--- src/rtl/cgra_config_sequencer.sv ---
`default_nettype none
// ============================================================================
// Module   : cgra_config_sequencer
// Brief    : Streams (address, data) configuration words onto the CGRA config
//            bus with a fixed hold window and idle gap, waits a settle
//            interval, then times a run of programmed length.
// Revision : 1.0 - initial release
// ============================================================================
module cgra_config_sequencer #(
    parameter int ADDR_W        = 32,
    parameter int DATA_W        = 32,
    parameter int HOLD_CYCLES   = 1,
    parameter int SETTLE_CYCLES = 4,
    parameter int CNT_W         = 65
) (
    input  logic              clk_in,
    input  logic              reset_in,
    input  logic              start_in,
    input  logic              abort_in,
    input  logic [CNT_W-1:0]  run_cycles_in,
    input  logic              cfg_valid_in,
    output logic              cfg_ready_out,
    input  logic [ADDR_W-1:0] cfg_addr_in,
    input  logic [DATA_W-1:0] cfg_data_in,
    input  logic              cfg_last_in,
    output logic [ADDR_W-1:0] config_addr_out,
    output logic [DATA_W-1:0] config_data_out,
    output logic              config_done_out,
    output logic              running_out,
    output logic              done_out,
    output logic [CNT_W-1:0]  cycle_count_out,
    output logic [15:0]       word_count_out,
    output logic              error_out
);

    // Counter widths; a zero settle interval still needs a 1-bit counter.
    localparam int c_HOLD_W = (HOLD_CYCLES > 1) ? $clog2(HOLD_CYCLES + 1) : 1;
    localparam int c_SET_W  = (SETTLE_CYCLES > 1) ? $clog2(SETTLE_CYCLES + 1) : 1;
    localparam logic [c_HOLD_W-1:0] c_HOLD_LOAD   = c_HOLD_W'(HOLD_CYCLES);
    localparam logic [c_HOLD_W-1:0] c_HOLD_ONE    = c_HOLD_W'(1);
    localparam logic [c_SET_W-1:0]  c_SET_ONE     = c_SET_W'(1);
    localparam logic [c_SET_W-1:0]  c_SETTLE_LAST =
        c_SET_W'((SETTLE_CYCLES > 0) ? (SETTLE_CYCLES - 1) : 0);
    localparam bit                  c_HAS_SETTLE  = (SETTLE_CYCLES > 0);
    localparam logic [CNT_W-1:0]    c_CNT_ONE     = CNT_W'(1);

    typedef enum logic [2:0] {
        S_IDLE   = 3'd0,
        S_LOAD   = 3'd1,
        S_SETTLE = 3'd2,
        S_RUN    = 3'd3,
        S_DONE   = 3'd4
    } state_t;

    state_t              r_state;
    state_t              w_next_state;
    state_t              w_post_settle;

    logic [c_HOLD_W-1:0] r_hold;
    logic                r_last_pend;
    logic [c_SET_W-1:0]  r_settle;
    logic [CNT_W-1:0]    r_run_cycles;
    logic [ADDR_W-1:0]   r_cfg_addr;
    logic [DATA_W-1:0]   r_cfg_data;
    logic                r_config_done;
    logic                r_running;
    logic                r_done;
    logic [CNT_W-1:0]    r_cycle_count;
    logic [15:0]         r_word_count;
    logic                r_error;

    logic                w_ready;
    logic                w_accept;
    logic                w_addr_nz;
    logic                w_start;
    logic                w_hold_end;
    logic                w_load_finish;
    logic                w_settle_end;
    logic                w_run_end;
    logic                w_enter_run;
    logic                w_enter_done;

    // Ready depends only on registered state so upstream sees no input-to-output path.
    assign w_ready   = (r_state == S_LOAD) && (r_hold == '0);
    assign w_accept  = cfg_valid_in && w_ready;
    assign w_addr_nz = |cfg_addr_in;
    assign w_start   = start_in && !abort_in && ((r_state == S_IDLE) || (r_state == S_DONE));

    // The held word leaves the bus after this cycle.
    assign w_hold_end    = (r_state == S_LOAD) && (r_hold == c_HOLD_ONE);
    // Load is complete once the final word has been driven, or dropped for address 0.
    assign w_load_finish = (w_accept && !w_addr_nz && cfg_last_in) || (w_hold_end && r_last_pend);
    assign w_settle_end  = (r_settle == c_SETTLE_LAST);
    assign w_run_end     = ((r_cycle_count + c_CNT_ONE) == r_run_cycles);
    assign w_post_settle = (r_run_cycles == '0) ? S_DONE : S_RUN;

    assign w_enter_run  = (w_next_state == S_RUN)  && (r_state != S_RUN);
    assign w_enter_done = (w_next_state == S_DONE) && (r_state != S_DONE);

    // State register.
    always_ff @(posedge clk_in or negedge reset_in) begin
        if (!reset_in) begin
            r_state <= S_IDLE;
        end else begin
            r_state <= w_next_state;
        end
    end

    // Next-state decode; abort overrides every other transition.
    always_comb begin
        w_next_state = r_state;
        if (abort_in) begin
            w_next_state = S_IDLE;
        end else begin
            case (r_state)
                S_IDLE, S_DONE: begin
                    if (start_in) begin
                        w_next_state = S_LOAD;
                    end
                end
                S_LOAD: begin
                    if (w_load_finish) begin
                        w_next_state = c_HAS_SETTLE ? S_SETTLE : w_post_settle;
                    end
                end
                S_SETTLE: begin
                    if (w_settle_end) begin
                        w_next_state = w_post_settle;
                    end
                end
                S_RUN: begin
                    if (w_run_end) begin
                        w_next_state = S_DONE;
                    end
                end
                default: begin
                    w_next_state = S_IDLE;
                end
            endcase
        end
    end

    // Config bus holding register and hold-window countdown.
    always_ff @(posedge clk_in or negedge reset_in) begin
        if (!reset_in) begin
            r_cfg_addr  <= '0;
            r_cfg_data  <= '0;
            r_hold      <= '0;
            r_last_pend <= 1'b0;
        end else if (abort_in) begin
            r_cfg_addr  <= '0;
            r_cfg_data  <= '0;
            r_hold      <= '0;
            r_last_pend <= 1'b0;
        end else if (r_state == S_LOAD) begin
            if (w_accept && w_addr_nz) begin
                r_cfg_addr  <= cfg_addr_in;
                r_cfg_data  <= cfg_data_in;
                r_hold      <= c_HOLD_LOAD;
                r_last_pend <= cfg_last_in;
            end else if (r_hold != '0) begin
                r_hold <= r_hold - c_HOLD_ONE;
                if (w_hold_end) begin
                    r_cfg_addr  <= '0;
                    r_cfg_data  <= '0;
                    r_last_pend <= 1'b0;
                end
            end
        end
    end

    // Settle interval counter, restarted whenever the sequencer is outside SETTLE.
    always_ff @(posedge clk_in or negedge reset_in) begin
        if (!reset_in) begin
            r_settle <= '0;
        end else if (abort_in || (r_state != S_SETTLE)) begin
            r_settle <= '0;
        end else begin
            r_settle <= r_settle + c_SET_ONE;
        end
    end

    // Run length is latched when a load is started.
    always_ff @(posedge clk_in or negedge reset_in) begin
        if (!reset_in) begin
            r_run_cycles <= '0;
        end else if (w_start) begin
            r_run_cycles <= run_cycles_in;
        end
    end

    // Word count and sticky error track the current load; abort leaves them intact.
    always_ff @(posedge clk_in or negedge reset_in) begin
        if (!reset_in) begin
            r_word_count <= '0;
            r_error      <= 1'b0;
        end else if (w_start) begin
            r_word_count <= '0;
            r_error      <= 1'b0;
        end else if (!abort_in && w_accept) begin
            if (w_addr_nz) begin
                if (r_word_count != 16'hFFFF) begin
                    r_word_count <= r_word_count + 16'd1;
                end
            end else begin
                r_error <= 1'b1;
            end
        end
    end

    // Run cycle counter; it freezes on abort and after the run completes.
    always_ff @(posedge clk_in or negedge reset_in) begin
        if (!reset_in) begin
            r_cycle_count <= '0;
        end else if (w_start || (!abort_in && w_enter_run)) begin
            r_cycle_count <= '0;
        end else if (!abort_in && (r_state == S_RUN)) begin
            r_cycle_count <= r_cycle_count + c_CNT_ONE;
        end
    end

    // Status flags: config-done / running / done.
    always_ff @(posedge clk_in or negedge reset_in) begin
        if (!reset_in) begin
            r_config_done <= 1'b0;
            r_running     <= 1'b0;
            r_done        <= 1'b0;
        end else if (abort_in || w_start) begin
            r_config_done <= 1'b0;
            r_running     <= 1'b0;
            r_done        <= 1'b0;
        end else begin
            if (w_enter_run) begin
                r_config_done <= 1'b1;
                r_running     <= 1'b1;
            end
            if (w_enter_done) begin
                r_config_done <= 1'b1;
                r_running     <= 1'b0;
                r_done        <= 1'b1;
            end
        end
    end

    assign cfg_ready_out   = w_ready;
    assign config_addr_out = r_cfg_addr;
    assign config_data_out = r_cfg_data;
    assign config_done_out = r_config_done;
    assign running_out     = r_running;
    assign done_out        = r_done;
    assign cycle_count_out = r_cycle_count;
    assign word_count_out  = r_word_count;
    assign error_out       = r_error;

endmodule
`default_nettype wire

--- config.mk ---
export PLATFORM = sky130hd
export DESIGN_NAME = cgra_config_sequencer
export DESIGN_NICKNAME = d
export VERILOG_FILES = /design/src/rtl/cgra_config_sequencer.sv
export SDC_FILE = /design/constraint.sdc
export NUM_CORES = 1
export LEC_CHECK = 0
export BUFFER_PORTS_ARGS = -buffer_cell sky130_fd_sc_hd__buf_4
export CORE_UTILIZATION = 40
export DETAILED_ROUTE_END_ITERATION = 8
export PLACE_DENSITY = 0.68
export SETUP_SLACK_MARGIN = 0.15
export SLEW_MARGIN = 20
export SYNTH_ARGS = -nofsm -noshare
export SYNTH_HDL_FRONTEND = slang
export SYNTH_SLANG_ARGS = --single-unit
--- constraint.sdc ---
create_clock -name clk_in -period 4 [get_ports clk_in]
set_clock_uncertainty 0.2 [all_clocks]
set_input_delay 0.6 -clock clk_in [delete_from_list [all_inputs] [get_ports clk_in]]
set_output_delay 0.6 -clock clk_in [all_outputs]
set_load 0.05 [all_outputs]
# Word-level counts from Yosys, hierarchy flattened

Cells that the tools add are included.

Register bits: 222
Input port bits: 135
Output and inout port bits: 150
Logic and storage cells: 109

Reductions and logical operators: 37
Muxes and demuxes: 41
Equal/unequal tests: 13
$add $sub $neg: 4
Bitwise operators: 1

Operator list:

| operator                | count |
|---|---|
| $mux W32                | 8 |
| $mux W65                | 2 |
| $add A65 B1 Y65 const B | 1 |
| $eq A65 B65 Y1          | 1 |
| $logic_not A65 Y1       | 1 |
| $mux W16                | 4 |
| $reduce_or A32 Y1       | 1 |
| $mux W3                 | 7 |
| $mux W1                 | 19 |
| $add A16 B1 Y16 const B | 1 |
| $ne A16 B16 Y1 const B  | 1 |
| $logic_and A1 B1 Y1     | 14 |
| $eq A3 B2 Y1 const B    | 4 |
| $pmux W3 S4             | 1 |
| $reduce_bool A2 Y1      | 6 |
| $reduce_bool A3 Y1      | 3 |
| $eq A3 B3 Y1 const B    | 2 |
| $ne A3 B2 Y1 const B    | 2 |
| $reduce_and A3 Y1       | 2 |
| $logic_or A1 B1 Y1      | 5 |
| $add A3 B1 Y3 const B   | 1 |
| $eq A3 B1 Y1 const B    | 1 |
| $logic_not A3 Y1        | 1 |
| $ne A3 B3 Y1 const B    | 1 |
| other kinds (6)         | 7 |

# Logic depth before layout (Yosys ltp)

Depth after elaboration: 14
Depth in mapped cells: 11
Mapped depth without buffers: 10

# Worst setup path before layout

OpenSTA, ideal clock, no wires.

Path kind: register -> register
Start point: register r_cycle_count[0] (netlist: cycle_count_out[0])
End point: register r_config_done (netlist: config_done_out)
Period minus slack after synthesis: 3.839 ns
Arrival time: 3.562 ns
Setup slack: 0.161 ns
Library setup time: 0.077 ns
Stages on the path, launching flop included: 11
Data required time: 3.723 ns
Buffers on the path: 0
Cells stage by stage: dfrtp_1 -> ha_1 -> nand4_1 -> or3_1 -> or4_1 -> a211oi_2 -> o2111ai_1 -> nor4_1 -> nand4_1 -> or3_1 -> a21oi_1

Longest elaborated chain between the ends: 9
Elaborated cells between the ends (all ways): 12
Those cells by class: 1 x add/sub; 3 x eq/ne; 5 x mux; 3 x reduce/logical

RTL lines:

| what                     | line | text |
|---|---|---|
| start: declaration       | 68   | `logic [CNT_W-1:0] r_cycle_count;` |
| start signal: assignment | 218  | `r_cycle_count <= r_cycle_count + c_CNT_ONE;` |
| $add A65 B1 Y65 *        | 94   | `assign w_run_end = ((r_cycle_count + c_CNT_ONE) == r_run_cycles);` |
| $eq A65 B65 Y1 *         | 94   |  |
| $mux W3 *                | 132  | `if (w_run_end) begin` |
| $pmux W3 S4 *            | 115  | `case (r_state)` |
| $mux W3 *                | 112  | `if (abort_in) begin` |
| $eq A3 B3 Y1             | 98   | `assign w_enter_done = (w_next_state == S_DONE) && (r_state != S_DONE);` |
| $logic_and A1 B1 Y1      | 98   |  |
| $mux W1                  | 237  | `if (w_enter_done) begin` |
| $mux W1                  | 228  | `end else if (abort_in \|\| w_start) begin` |
| end signal: assignment   | 229  | `r_config_done <= 1'b0;` |
| end signal: assignment   | 234  | `r_config_done <= 1'b1;` |
| end signal: assignment   | 238  | `r_config_done <= 1'b1;` |
| end: declaration         | 65   | `logic r_config_done;` |

Every way passes the cells marked *; elsewhere a longest branch is shown, timed or not.
A chain may end at the register's enable or synchronous reset.

# Final worst setup path

Start point: register r_cycle_count[10] (netlist: cycle_count_out[10])
End point: register r_config_done (netlist: config_done_out)

Same word-level chain as after synthesis.

==> results.json <==
{
  "gp_congestion": 0.988,
  "vias": 11500,
  "nets": 1767,
  "wl_per_cell_um": 21.1,
  "num_rows": 63,
  "min_period_over_period_pct": 92.9,
  "reg2reg_from": "cycle_count_out[10]$_DFFE_PN0P_",
  "antennaDiodeCount": 0,
  "tns_ps": 0,
  "path_cells": "nand4_1, buf_4, or4_4, or4_1, a211oi_2, nand4_1, nor4_2, o2111ai_2, or3_1, a21oi_1",
  "core-area_mm2": 0.0296,
  "final_cell_mix": "buf_4 (368), nand2_1 (253), dfrtp_1 (213), nor2_1 (116), xnor2_1 (105)",
  "cts_tree": "built",
  "totalWireLength_um": 43000,
  "synth_top_family_by_area": "simple AND/OR/NAND/NOR gates",
  "crit_path_end": "config_done_out$_DFFE_PN0P_",
  "yosys_register_bits": 222,
  "die_w_um": 175,
  "synth-adder-area-share_pct": 0.417,
  "r2r-end": "config_done_out$_DFFE_PN0P_",
  "ys_async_sr_fraction_pct": 100,
  "cts.path.max_buffers": 3,
  "synth_edf_count": 0,
  "numCtsBuffers": 26,
  "critPathRequiredTime_ps": 4260,
  "worst_pin_slew_ps": 774,
  "avgSynthCellArea_um2": 9.15,
  "worstPathMaxFanout": 7,
  "reg2reg_depth": 10,
  "grt_pass1_wl_um": 66300,
  "initial_utilization_pct": 40.6,
  "synth_cell_types": 69,
  "crit_start": "cycle_count_out[10]$_DFFE_PN0P_",
  "ant_nets": 0,
  "p_per_area_mw_per_mm2": 373,
  "drc": 0,
  "rsz0062_at_grt": "no",
  "pin_count": 285,
  "critPathKind": "flop to flop",
  "cp-start-kind": "flop",
  "setup_viol": 0,
  "register_area_mm2": 0.00557,
  "end_kind": "flop",
  "clock.fmax_mhz": 269,
  "die_area_mm2": 0.0307,
  "synth_nets": 1452,
  "fin_util_pct": 53.9,
  "cpMaxStageDelayCell": "or4_4",
  "vias_per_cell": 5.66,
  "synth_simple_gate_area_share_pct": 27.8,
  "clock_sinks": 222,
  "grt_pass1_vias": 11200,
  "r2r_slack_ps": 280,
  "grt.total_usage_pct": 28.0,
  "syn_area_mm2": 0.0120,
  "critPathMaxStageDelay_ps": 580,
  "synth-main-ff-cell": "dfrtp_1",
  "drtIter0Drc": 1028,
  "leakage_nw": 7.36,
  "drt_first_pass_iters": 5,
  "grt_max_degree": 96,
  "cp_common_cell": "nand4_1",
  "synthCells": 1313,
  "worstPathArrival_ps": 3970,
  "fin_crit_ps": 3720,
  "drv_cap": 0,
  "portBuffers": 284,
  "irDropWorstVdd_uv": 251,
  "drive_gt1_share_pct": 28.4,
  "outcome": "completed",
  "overflow": 0,
  "num-fill-cells": 2723,
  "yosysWarnings": 0,
  "synth_xor_xnor_area_share_pct": 11.4,
  "insertion_delay_ps": 530,
  "yosysSeqAreaShare_pct": 46.2,
  "fp.dieH_um": 175,
  "slew_headroom_pct": 48.4,
  "root_buffer": "clkbuf_16",
  "hold_path_class": "input port to flop",
  "htreeDepth": 1,
  "syn2layout_area_growth_pct": 32.7,
  "synth.area.mux_share_pct": 0.354,
  "finalHoldViolations": 0,
  "path_clk_slew_ps": 60,
  "synth_compound_area_share_pct": 9.89,
  "layout_commonest_cell": "buf_4",
  "hpwl_um": 32400,
  "multi_input_area_mm2": 0.00609,
  "maxSlewViolCount": 0,
  "grt_antenna_before_repair": 0
}
-- worst min path at each step --
stage | from | endpoint | slack [ps] | cells after the start
after floorplan | reset_in | config_addr_out[0]$_DFFE_PN0P_ | 100 | 0
after global placement | r_settle[0]$_DFF_PN0_ | r_settle[0]$_DFF_PN0_ | 230 | 1
after detailed placement | r_settle[0]$_DFF_PN0_ | r_settle[0]$_DFF_PN0_ | 250 | 1
after CTS | run_cycles_in[49] | r_run_cycles[49]$_DFFE_PN0P_ | 40 | 3
after global routing | run_cycles_in[44] | r_run_cycles[44]$_DFFE_PN0P_ | 50 | 3
final | run_cycles_in[13] | r_run_cycles[13]$_DFFE_PN0P_ | 50 | 3
-- power by group --
group	internal (mW)	switching, mW
Combinational	0.370	0.516
Clock	1.53	0.947
Sequential	2.39	0.183
Total	4.29	1.65
-- sequential cells by signal, summed over array words and instances, names as in the netlist --
name	flops
done_out	1
r_state	3
r_last_pend	1
r_settle	3
config_data_out	32
error_out	1
r_run_cycles	65
cycle_count_out	65
running_out	1
word_count_out	16
config_addr_out	32
config_done_out	1
r_hold	1
-- logic make-up (layout without fill, tap and decap cells) --
logic type / after synthesis / count (layout)
and+or+nand+nor: 676 / 676
DFF: 222 / 222
AOI/OAI and AO/OA: 156 / 156
xor gates and xnor gates: 156 / 156
buffers and inverters: 95 / 428
adders and majority gates: 4 / 4
muxes: 4 / 4
-- metrics by stage --
step                power (mW)  area [um2]  setup slack, ps  hold WS (ps)  std cells
floorplan                 3.07       12000              161           104       1313
global placement          3.49       14900            -31.6           231       1985
detailed placement        3.49       14900             68.2           255       1985
CTS                       5.98       15900              151          37.3       2034
global route              6.18       15900              169          47.3       2036
finish                    5.94       15900              282          53.3       2036
-- worst max-delay path: cells and delay by family, from the launching register on --
kind,cells,cell delay (ps)
AND/OR/NAND/NOR,6,2190
buffers and inverters,1,180
flip-flops,1,450
AO/OA/AOI/OAI,3,620
-- cell usage after synthesis (3+ instances only) --
library cell,number,share of area (%)
o2111ai_1,3,0.22
ha_1,4,0.42
o311ai_0,3,0.22
dfrtp_1,222,46
or2_2,6,0.31
o31ai_1,5,0.31
clkbuf_8,4,0.46
a21oi_1,26,1.1
xnor2_1,105,7.7
nand2b_1,7,0.36
nor2b_1,3,0.16
a31oi_1,9,0.47
buf_1,3,0.094
and2_1,3,0.16
buf_2,12,0.50
a211oi_1,3,0.19
a22o_1,65,4.7
nand3_1,41,1.7
o21ai_0,15,0.62
nor4b_1,3,0.22
xor2_1,51,3.7
buf_6,4,0.37
o211a_1,3,0.25
nor3b_1,4,0.25
buf_4,7,0.44
and3_1,16,0.83
nor3_1,36,1.5
clkbuf_1,56,1.7
inv_1,8,0.25
or3_1,14,0.73
nand2_1,254,7.9
nor2_1,117,3.7
or4_2,4,0.29
and4_1,17,1.2
nand4_1,63,3.3
or4_1,12,0.75
nor4_1,59,3.1
or4_4,3,0.28
nand3b_1,3,0.19
-- metal layers --
metal,vias to the layer above,GRT usage [%],routed length (um),part of all wire [%]
li1,5273,-,-,-
met1,5666,37.8,18200,42
met2,525,45.9,20300,47
met3,65,5.39,3460,8.0
met4,0,7.54,1140,2.6
met5,-,0,0,0
-- area by class of cell --
| type | instances | area share, % |
|---|---|---|
| clock buffers | 40 | 4.92 |
| clock inverters | 6 | 0.675 |
| inverters | 8 | 0.188 |
| multi-input cells | 996 | 38.2 |
| flip-flops and latches | 222 | 34.9 |
| well taps | 390 | 3.06 |
| repair buffers | 374 | 18.0 |
-- what timing repair did --
item,4_1_cts,5_1_grt
pin swaps,1,6
endpoints found under the setup margin,4,6
hold buffers,1,0
hold endpoints to repair,93,0
setup buffers,2,2
gates resized for setup,3,22
Note: power is estimated with default switching activity, not from simulation.
